File: config.mk
export PLATFORM = sky130hd
export DESIGN_NAME = ex_muldiv_unit
export DESIGN_NICKNAME = d
export VERILOG_FILES = /design/src/rtl/ex_muldiv_unit.sv
export SDC_FILE = /design/constraint.sdc
export NUM_CORES = 1
export LEC_CHECK = 0
export ABC_AREA = 1
export CORE_AREA = 10 10 196 235
export DETAILED_ROUTE_END_ITERATION = 10
export DIE_AREA = 0 0 206 245
export PLACE_DENSITY = 0.64
export SLEW_MARGIN = 20
export SYNTH_ARGS = -nofsm -noshare
export SYNTH_HDL_FRONTEND = slang
export SYNTH_SLANG_ARGS = --single-unit
File: constraint.sdc
create_clock -name clk -period 4.37 [get_ports clk]
set_input_delay 0.874 -clock clk [delete_from_list [all_inputs] [get_ports clk]]
set_output_delay 0.874 -clock clk [all_outputs]
set_load 0.1 [all_outputs]
File: src/rtl/ex_muldiv_unit.sv
// Iterative RV32M multiply/divide unit for the Execute stage.
// One shift-add (MUL*) or restoring (DIV*/REM*) step per cycle on operand
// magnitudes, sign fix-up on the last step, and a one-cycle result pulse.
// Ports:
//   clk, reset       clock (rising edge), synchronous active-low reset
//   FlushE           kills any in-flight op; wins over a same-cycle StartE
//   StartE, FunctE   valid M-op in EX and its funct3
//   SrcAE, SrcBE     forwarded rs1/rs2 operands, latched at start
//   RdE              destination register, latched at start
//   BusyE            combinational stall request to the hazard unit
//   DoneE            one-cycle result-valid pulse
//   ResultE, RdOutE  result and destination register, zero unless DoneE
module ex_muldiv_unit #(
  parameter int unsigned XLEN = 32
) (
  input  logic            clk,
  input  logic            reset,
  input  logic            FlushE,
  input  logic            StartE,
  input  logic [2:0]      FunctE,
  input  logic [XLEN-1:0] SrcAE,
  input  logic [XLEN-1:0] SrcBE,
  input  logic [4:0]      RdE,
  output logic            BusyE,
  output logic            DoneE,
  output logic [XLEN-1:0] ResultE,
  output logic [4:0]      RdOutE
);

  localparam int unsigned CW = $clog2(XLEN) + 1;
  localparam int unsigned PW = 2 * XLEN;
  localparam logic [XLEN-1:0] MIN_NEG = {1'b1, {(XLEN-1){1'b0}}};

  typedef enum logic [1:0] {IDLE = 2'd0, MUL = 2'd1, DIV = 2'd2, DONE = 2'd3} state_t;

  state_t          state, state_d;
  logic [CW-1:0]   cnt_q, cnt_d;
  logic [PW-1:0]   acc_q, acc_d;    // MUL: {partial hi, multiplier}; DIV: {remainder, quotient}
  logic [XLEN-1:0] opnd_q, opnd_d;  // multiplicand or divisor magnitude
  logic [1:0]      fsel_q, fsel_d;
  logic [4:0]      rd_q, rd_d;
  logic            neg_q, neg_d;    // product/quotient negate
  logic            sa_q, sa_d;      // dividend sign, for remainder
  logic            done_q, done_d;
  logic [XLEN-1:0] res_q, res_d;
  logic [4:0]      rdo_q, rdo_d;

  logic [XLEN:0]   add_sum, div_trial;
  logic [PW-1:0]   mul_step, prod_fix;
  logic [XLEN-1:0] quo_step, rem_step, quo_fix, rem_fix;
  logic            div_ge;
  logic            sa_in, sb_in, div_zero, div_ovf;
  logic [XLEN-1:0] mag_a, mag_b;

  // One iteration step of each algorithm plus final sign fix-up.
  always_comb begin
    add_sum   = {1'b0, acc_q[PW-1:XLEN]} + (acc_q[0] ? {1'b0, opnd_q} : '0);
    mul_step  = {add_sum, acc_q[XLEN-1:1]};
    // Bit XLEN of the trial difference is the borrow: clear means remainder >= divisor.
    div_trial = {acc_q[PW-1:XLEN], acc_q[XLEN-1]} - {1'b0, opnd_q};
    div_ge    = ~div_trial[XLEN];
    rem_step  = div_ge ? div_trial[XLEN-1:0] : {acc_q[PW-2:XLEN], acc_q[XLEN-1]};
    quo_step  = {acc_q[XLEN-2:0], div_ge};
    prod_fix  = neg_q ? -mul_step : mul_step;
    quo_fix   = neg_q ? -quo_step : quo_step;
    rem_fix   = sa_q  ? -rem_step : rem_step;
  end

  // Operand signedness by funct3 and special-case divide detection.
  always_comb begin
    sa_in    = SrcAE[XLEN-1] & (FunctE[2] ? ~FunctE[0]
                                          : (FunctE[1:0] == 2'b01 || FunctE[1:0] == 2'b10));
    sb_in    = SrcBE[XLEN-1] & (FunctE[2] ? ~FunctE[0] : (FunctE[1:0] == 2'b01));
    mag_a    = sa_in ? -SrcAE : SrcAE;
    mag_b    = sb_in ? -SrcBE : SrcBE;
    div_zero = (SrcBE == '0);
    div_ovf  = ~FunctE[0] & (SrcAE == MIN_NEG) & (SrcBE == '1);
  end

  // Next-state and datapath control.
  always_comb begin
    state_d = state;
    cnt_d   = cnt_q;
    acc_d   = acc_q;
    opnd_d  = opnd_q;
    fsel_d  = fsel_q;
    rd_d    = rd_q;
    neg_d   = neg_q;
    sa_d    = sa_q;
    done_d  = 1'b0;
    res_d   = '0;
    rdo_d   = '0;
    case (state)
      IDLE: begin
        if (StartE && !FlushE) begin
          fsel_d = FunctE[1:0];
          rd_d   = RdE;
          sa_d   = sa_in;
          neg_d  = sa_in ^ sb_in;
          cnt_d  = '0;
          if (!FunctE[2]) begin
            state_d = MUL;
            acc_d   = {XLEN'(0), mag_b};
            opnd_d  = mag_a;
          end else if (div_zero || div_ovf) begin
            state_d = DONE;
            done_d  = 1'b1;
            rdo_d   = RdE;
            if (FunctE[1]) res_d = div_zero ? SrcAE : '0;
            else           res_d = div_zero ? '1 : MIN_NEG;
          end else begin
            state_d = DIV;
            acc_d   = {XLEN'(0), mag_a};
            opnd_d  = mag_b;
          end
        end
      end
      MUL: begin
        acc_d = mul_step;
        cnt_d = cnt_q + CW'(1);
        if (cnt_q == CW'(XLEN - 1)) begin
          state_d = DONE;
          done_d  = 1'b1;
          rdo_d   = rd_q;
          res_d   = (fsel_q == 2'b00) ? prod_fix[XLEN-1:0] : prod_fix[PW-1:XLEN];
        end
      end
      DIV: begin
        acc_d = {rem_step, quo_step};
        cnt_d = cnt_q + CW'(1);
        if (cnt_q == CW'(XLEN - 1)) begin
          state_d = DONE;
          done_d  = 1'b1;
          rdo_d   = rd_q;
          res_d   = fsel_q[1] ? rem_fix : quo_fix;
        end
      end
      DONE: state_d = IDLE;  // StartE ignored: ID/EX still holds the finished op
      default: state_d = IDLE;
    endcase
    if (FlushE) begin
      state_d = IDLE;
      done_d  = 1'b0;
      res_d   = '0;
      rdo_d   = '0;
    end
  end

  // State and datapath registers.
  always_ff @(posedge clk) begin
    if (!reset) begin
      state  <= IDLE;
      cnt_q  <= '0;
      acc_q  <= '0;
      opnd_q <= '0;
      fsel_q <= '0;
      rd_q   <= '0;
      neg_q  <= 1'b0;
      sa_q   <= 1'b0;
      done_q <= 1'b0;
      res_q  <= '0;
      rdo_q  <= '0;
    end else begin
      state  <= state_d;
      cnt_q  <= cnt_d;
      acc_q  <= acc_d;
      opnd_q <= opnd_d;
      fsel_q <= fsel_d;
      rd_q   <= rd_d;
      neg_q  <= neg_d;
      sa_q   <= sa_d;
      done_q <= done_d;
      res_q  <= res_d;
      rdo_q  <= rdo_d;
    end
  end

  // Stall starts in the start cycle itself; released in DONE.
  assign BusyE   = (state == MUL) || (state == DIV) || ((state == IDLE) && StartE && !FlushE);
  assign DoneE   = done_q;
  assign ResultE = res_q;
  assign RdOutE  = rdo_q;

endmodule
After elaboration in Yosys (flattened, before gate mapping) --
Cells that the tools add are included.
Cells by class: bitwise gates (word level) 8, muxes and demuxes 43, $add $sub $neg 8, eq/ne operators 12, reduce and logical (&&, ||, !) cells 20
Operator list (number):
- 32-bit 2-to-1 mux | 17
- 64-bit 2-to-1 mux | 4
- 64-bit case mux with 3 select lines | 1
- 32-bit negator | 4
- 32-bit case mux with 3 select lines | 1
- 32-bit == test, second input constant | 2
- 64-bit negator | 1
- 32-bit by 32-bit adder with 33-bit output | 1
- 33-bit by 32-bit subtractor with 33-bit output | 1
- 32-bit zero test | 1
- 31-bit 2-to-1 mux | 1
- 5-bit 2-to-1 mux | 4
- 6-bit case mux with 2 select lines | 1
- 5-bit case mux with 2 select lines | 1
- 1-bit 2-to-1 mux | 7
- 6-bit by 1-bit adder with 6-bit output, second input constant | 1
- 2-bit == test, second input constant | 3
- 6-bit by 5-bit == test with 1-bit output, second input constant | 1
- 2-bit 2-to-1 mux | 3
- 6-bit 2-to-1 mux | 1
- 2-bit case mux with 3 select lines | 1
- 2-bit AND reduction | 3
- 3-bit AND reduction | 2
- 1-bit bitwise AND | 4
- other kinds (14) | 25
Storage, ports and cells: bits of input ports 76, word-level logic and storage cells 102, flip-flop bits (word level) 151, output and inout bits 39

Depth between registers and ports, before layout --
word-level depth 9, gate-level depth with buffers 29, mapped depth without buffers 28

Least setup slack after synthesis --
OpenSTA, ideal clock, no wires.
path kind register -> register, start point reg acc_q[31], end point reg res_q[24] (netlist: ResultE[24]), path slack 664 ps, buffers on the path 3, required time 4299 ps, setup time 71 ps, arrival time 3635 ps, clock period less this slack 3706 ps, cell stages (with the launch flop) 24, cell sequence dfxtp_1 -> inv_1 -> ha_1 -> fa_1 -> inv_1 -> nand2_1 -> nand2_1 -> nand3_1 -> nand2_2 -> nand2_1 -> nand2_2 -> nand2_2 -> nand3_2 -> nand2_4 -> buf_8 -> buf_6 -> ha_1 -> nor2_1 -> clkinv_1 -> clkbuf_1 -> o2111ai_1 -> nand2_1 -> o21bai_1 -> a21oi_1
Between the ends: longest elaborated chain between the ends 7, elaborated cells on any way between the ends 14, classes of those cells add/sub: 4; mux: 9; bitwise: 1
Ends and longest elaborated chain:
- from (decl) | RTL line 38 | logic [PW-1:0] acc_q, acc_d;
- from (signal assigned) | RTL line 154 | acc_q <= '0;
- from (signal assigned) | RTL line 166 | acc_q <= acc_d;
- 33-bit by 32-bit subtractor with 33-bit output | RTL line 60 | div_trial = {acc_q[PW-1:XLEN], acc_q[XLEN-1]} - {1'b0, opnd_q};
- 32-bit 2-to-1 mux / 1-bit inverter (equally long branches) | RTL line 62, 61
- 32-bit negator (on tied branches) | RTL line 66, 65
- 32-bit 2-to-1 mux (on tied branches) | RTL line 66, 65
- 32-bit 2-to-1 mux | RTL line 135 | res_d = fsel_q[1] ? rem_fix : quo_fix;
- 32-bit 2-to-1 mux | RTL line 131 | if (cnt_q == CW'(XLEN - 1)) begin
- 32-bit case mux with 3 select lines (*) | RTL line 93 | case (state)
- to (signal assigned) | RTL line 173 | res_q <= res_d;
- to (decl) | RTL line 45 | logic [XLEN-1:0] res_q, res_d;
Mark *: on every way between the ends. The rest lies on a longest branch, timed or not. A chain may end at the register's enable or synchronous reset.

Worst setup path in the final report --
start point reg acc_q[0], end point reg res_q[25] (netlist: ResultE[25])
Between the ends: longest elaborated chain between the ends 7, elaborated cells on any way between the ends 11, classes of those cells add/sub: 3; mux: 8
Ends and longest elaborated chain:
- 32-bit 2-to-1 mux | RTL line 57 | add_sum = {1'b0, acc_q[PW-1:XLEN]} + (acc_q[0] ? {1'b0, opnd_q} : '0);
- 32-bit by 32-bit adder with 33-bit output | RTL line 57
- 64-bit negator | RTL line 64 | prod_fix = neg_q ? -mul_step : mul_step;
- 64-bit 2-to-1 mux | RTL line 64
- 32-bit 2-to-1 mux | RTL line 125 | res_d = (fsel_q == 2'b00) ? prod_fix[XLEN-1:0] : prod_fix[PW-1:XLEN];
- 32-bit 2-to-1 mux | RTL line 121 | if (cnt_q == CW'(XLEN - 1)) begin
- 32-bit case mux with 3 select lines (*) | RTL line 93
Marked as above.

==> summary.md <==
| Metric | Value |
|---|---|
| Status | completed |
| Num CTS Buffers | 17 |
| DP Cell Count | 4038 |
| Setup slack after layout | 0.2439 ns |
| Pwr Density | 249.1 nW/um^2 |
| Dpl cell area | 20610 um^2 |
| Core area | 41450 um^2 |
| Final period utilization | 94.42% |
| Die Wd | 206 um |
| Starting density of the core | 44.44% |
| H-tree levels | 4 |
| Initial antenna violation count | 1 |
| Yosys warnings | 0 |
| Arrival time of the worst setup path | 4.44 ns |
| VDD IR max | 0.2878 mV |
| Clk buf depth | 2 |
| CP max FO | 17 |
| Worst-skew pair later-pin latency | 0.46 ns |
| First-pass GRT wire length | 140.1 mm |
| Nets@finish | 3665 |
| Final setup TNS | 0 ns |
| CP endpoint kind | register |
| Fin cells | 4070 |
| Share of Yosys cell area claimed by the top area cell type | 21.62% |
| Minimum clock period | 4.126 ns |
| Post-synthesis cell type count | 54 |
| Ant. Diodes | 0 |
| # setup viols final | 0 |
| Async SR Flop Fraction | 0% |
| Worst slew margin | 24.19% |
| Fraction of layout cells with a size suffix above 1 | 7.009% |
| CP startpoint kind | register |
| Commonest non-fill, non-tap cell in the layout | nand2_1 |
| Vias | 23840 |
| DRT Pass-1 Iters | 8 |
| Port Buffers | 114 |
| Antenna viol nets, final | 0 |
| Place WS | 0.03835 ns |
| Most frequent cells in the layout | nand2_1 (1054), inv_1 (424), nor2_1 (357) |
| Gp weighted congestion | 1.102 |
| Final hold violation count | 0 |
| Pins Over Slew Limit | 0 |
| Seq/Total Area, Yosys | 16.41% |
| CTS tree | built |
| Fillers | 4572 |
| DR WL/cell | 23.46 um |
| Die ar. | 50470 um^2 |
| Number of global-route vias before repair | 22520 |
| Reg area | 3025 um^2 |
| FP Rows | 82 |
| Post-route design area | 21290 um^2 |
| Worst-Margin Slew | 1.130 ns |
| RSZ-0062 raised after global routing | no |
| DP HPWL | 78.40 mm |
| Via/cell ratio | 5.857 |
| Post-Route Skew | 0.01564 ns |
| Seq cells post-synth | 151 |
| Total of max-cap violations | 0 |
| LEAKAGE | 10.30 nW |
| Number of DRC markers in iteration 0 | 2773 |
| Sink Count | 151 |
| Yosys top cell by area | nand2_1 |
| EDFF count, synth | 0 |
| HP Class | register to register |
| Synthesized netlist cell count | 3387 |
| Final WL | 95.48 mm |
| Global Route Usage Sum | 36.75% |
| Top FF cell, synth | dfxtp_1 |
| Fmax | 0.2424 GHz |
| Drt drc | 0 |
| Die Y | 245 um |
| IO Count | 115 |
| Largest net degree at the start of global routing | 79 |
| Worst EP required | 4.68 ns |
| Syn_nets | 3541 |
| Synth top area cells | nand2_1 (22%), dfxtp_1 (16%), inv_1 (8.7%) |
| Syn_area_per_cell | 5.438 um^2 |
| CTS root buffer | clkbuf_16 |
| Multi-input logic area | 13190 um^2 |
| # hold bufs at CTS | 0 |
| Area delta synth->final | 15.58% |
| GR Overflow Total | 0 |
| Synthesized cell area | 18420 um^2 |
| Clock transition at path regs | 0.08 ns |
| Crit Path Category | register to register |
| Hold Slack | 0.4738 ns |
| Buffer count from post-CTS setup fixing | 0 |
==> path summary, 6_finish.rpt <==
check,startpoint,endpoint,slack [ns],depth (start not counted)
worst max-delay path,acc_q[0],ResultE[25],0.24,19
worst min-delay path,rd_q[2],RdOutE[2],0.47,2
worst min register to register,rd_q[2],RdOutE[2],0.47,2
worst max register to register,acc_q[0],ResultE[25],0.24,19
==> Yosys cell counts (22+ instances only) <==
cell type  count
nor2_1       358
a31oi_1       32
inv_1        427
nand2_1     1061
a21oi_1      256
xor2_1        69
ha_1          76
nand3_1      251
xnor2_1       32
dfxtp_1      151
clkbuf_1      91
o22ai_1       63
nor3_1        52
o21ai_0      180
o211ai_1      32
nand2_2       22
nand4_1       47
==> cell type report <==
class	count	share of cell area [%]
Clock buffer	18	2.016
Clock inverter	14	0.8699
Inverter	447	7.899
Multi-Input combinational cell	2658	61.94
Sequential cell	151	14.21
Tap cell	546	3.209
Timing Repair Buffer	236	9.857
==> critical path, cell delays in order (launching register included) <==
cell and delay [ns]:
dfxtp_1 0.33, buf_4 0.22, buf_4 0.23, nand2_1 0.09, inv_1 0.12, ha_1 0.32, a21oi_1 0.23, o21ai_0 0.18
a21oi_1 0.15, nand2_1 0.18, xnor2_1 0.48, nand2_1 0.17, nor2_1 0.33, nand3_1 0.19, nand2_1 0.12, nand2_1 0.06
nand2_1 0.07, nand3_1 0.17, a21oi_1 0.25, a21oi_1 0.11
==> timing repair <==
item | CTS | global route
setup endpoints to repair | 0 | 23
hold endpoints to repair | 0 | 0
gates resized for setup | 0 | 20
==> where the power goes <==
part | internal [W] | switching (W) | total (W)
clock network | 0.000825 | 0.000762 | 0.00159
registers | 0.00143 | 0.0000953 | 0.00153
logic | 0.000660 | 0.00153 | 0.00219
==> routing by layer <==
layer	GRT usage, %	vias up	routed length, um
met5	0	-	13
met3	6.168	372	8380
met1	41.59	10800	34650
met2	59.36	1396	42800
li1	-	11270	-
met4	30.95	2	9631
==> state kept, by name (all words and copies together), names as in the netlist <==
name     flops
fsel_q       2
neg_q        1
acc_q       64
rd_q         5
RdOutE       5
opnd_q      32
DoneE        1
cnt_q        6
state        2
sa_q         1
ResultE     32
==> logic make-up (layout without fill, tap and decap cells) <==
logic type,Yosys count,after routing,share of synthesized area (%)
xor+xnor,101,101,4.803
simple gates,1852,1852,42.08
flops,151,151,16.41
compound gates,627,627,19.07
buf+inv,578,715,12.25
fa+ha+maj,78,78,5.380
==> through the flow <==
| step | util [%] | total power [W] |
|---|---|---|
| floorplan | - | 0.002812 |
| detailed placement | 49.73 | 0.003655 |
| global placement | 49.73 | 0.003645 |
| global route | 51.36 | 0.005521 |
| finish | 51.36 | 0.005303 |
| CTS | 51.21 | 0.005224 |
Note: power is estimated with default switching activity, not from simulation.
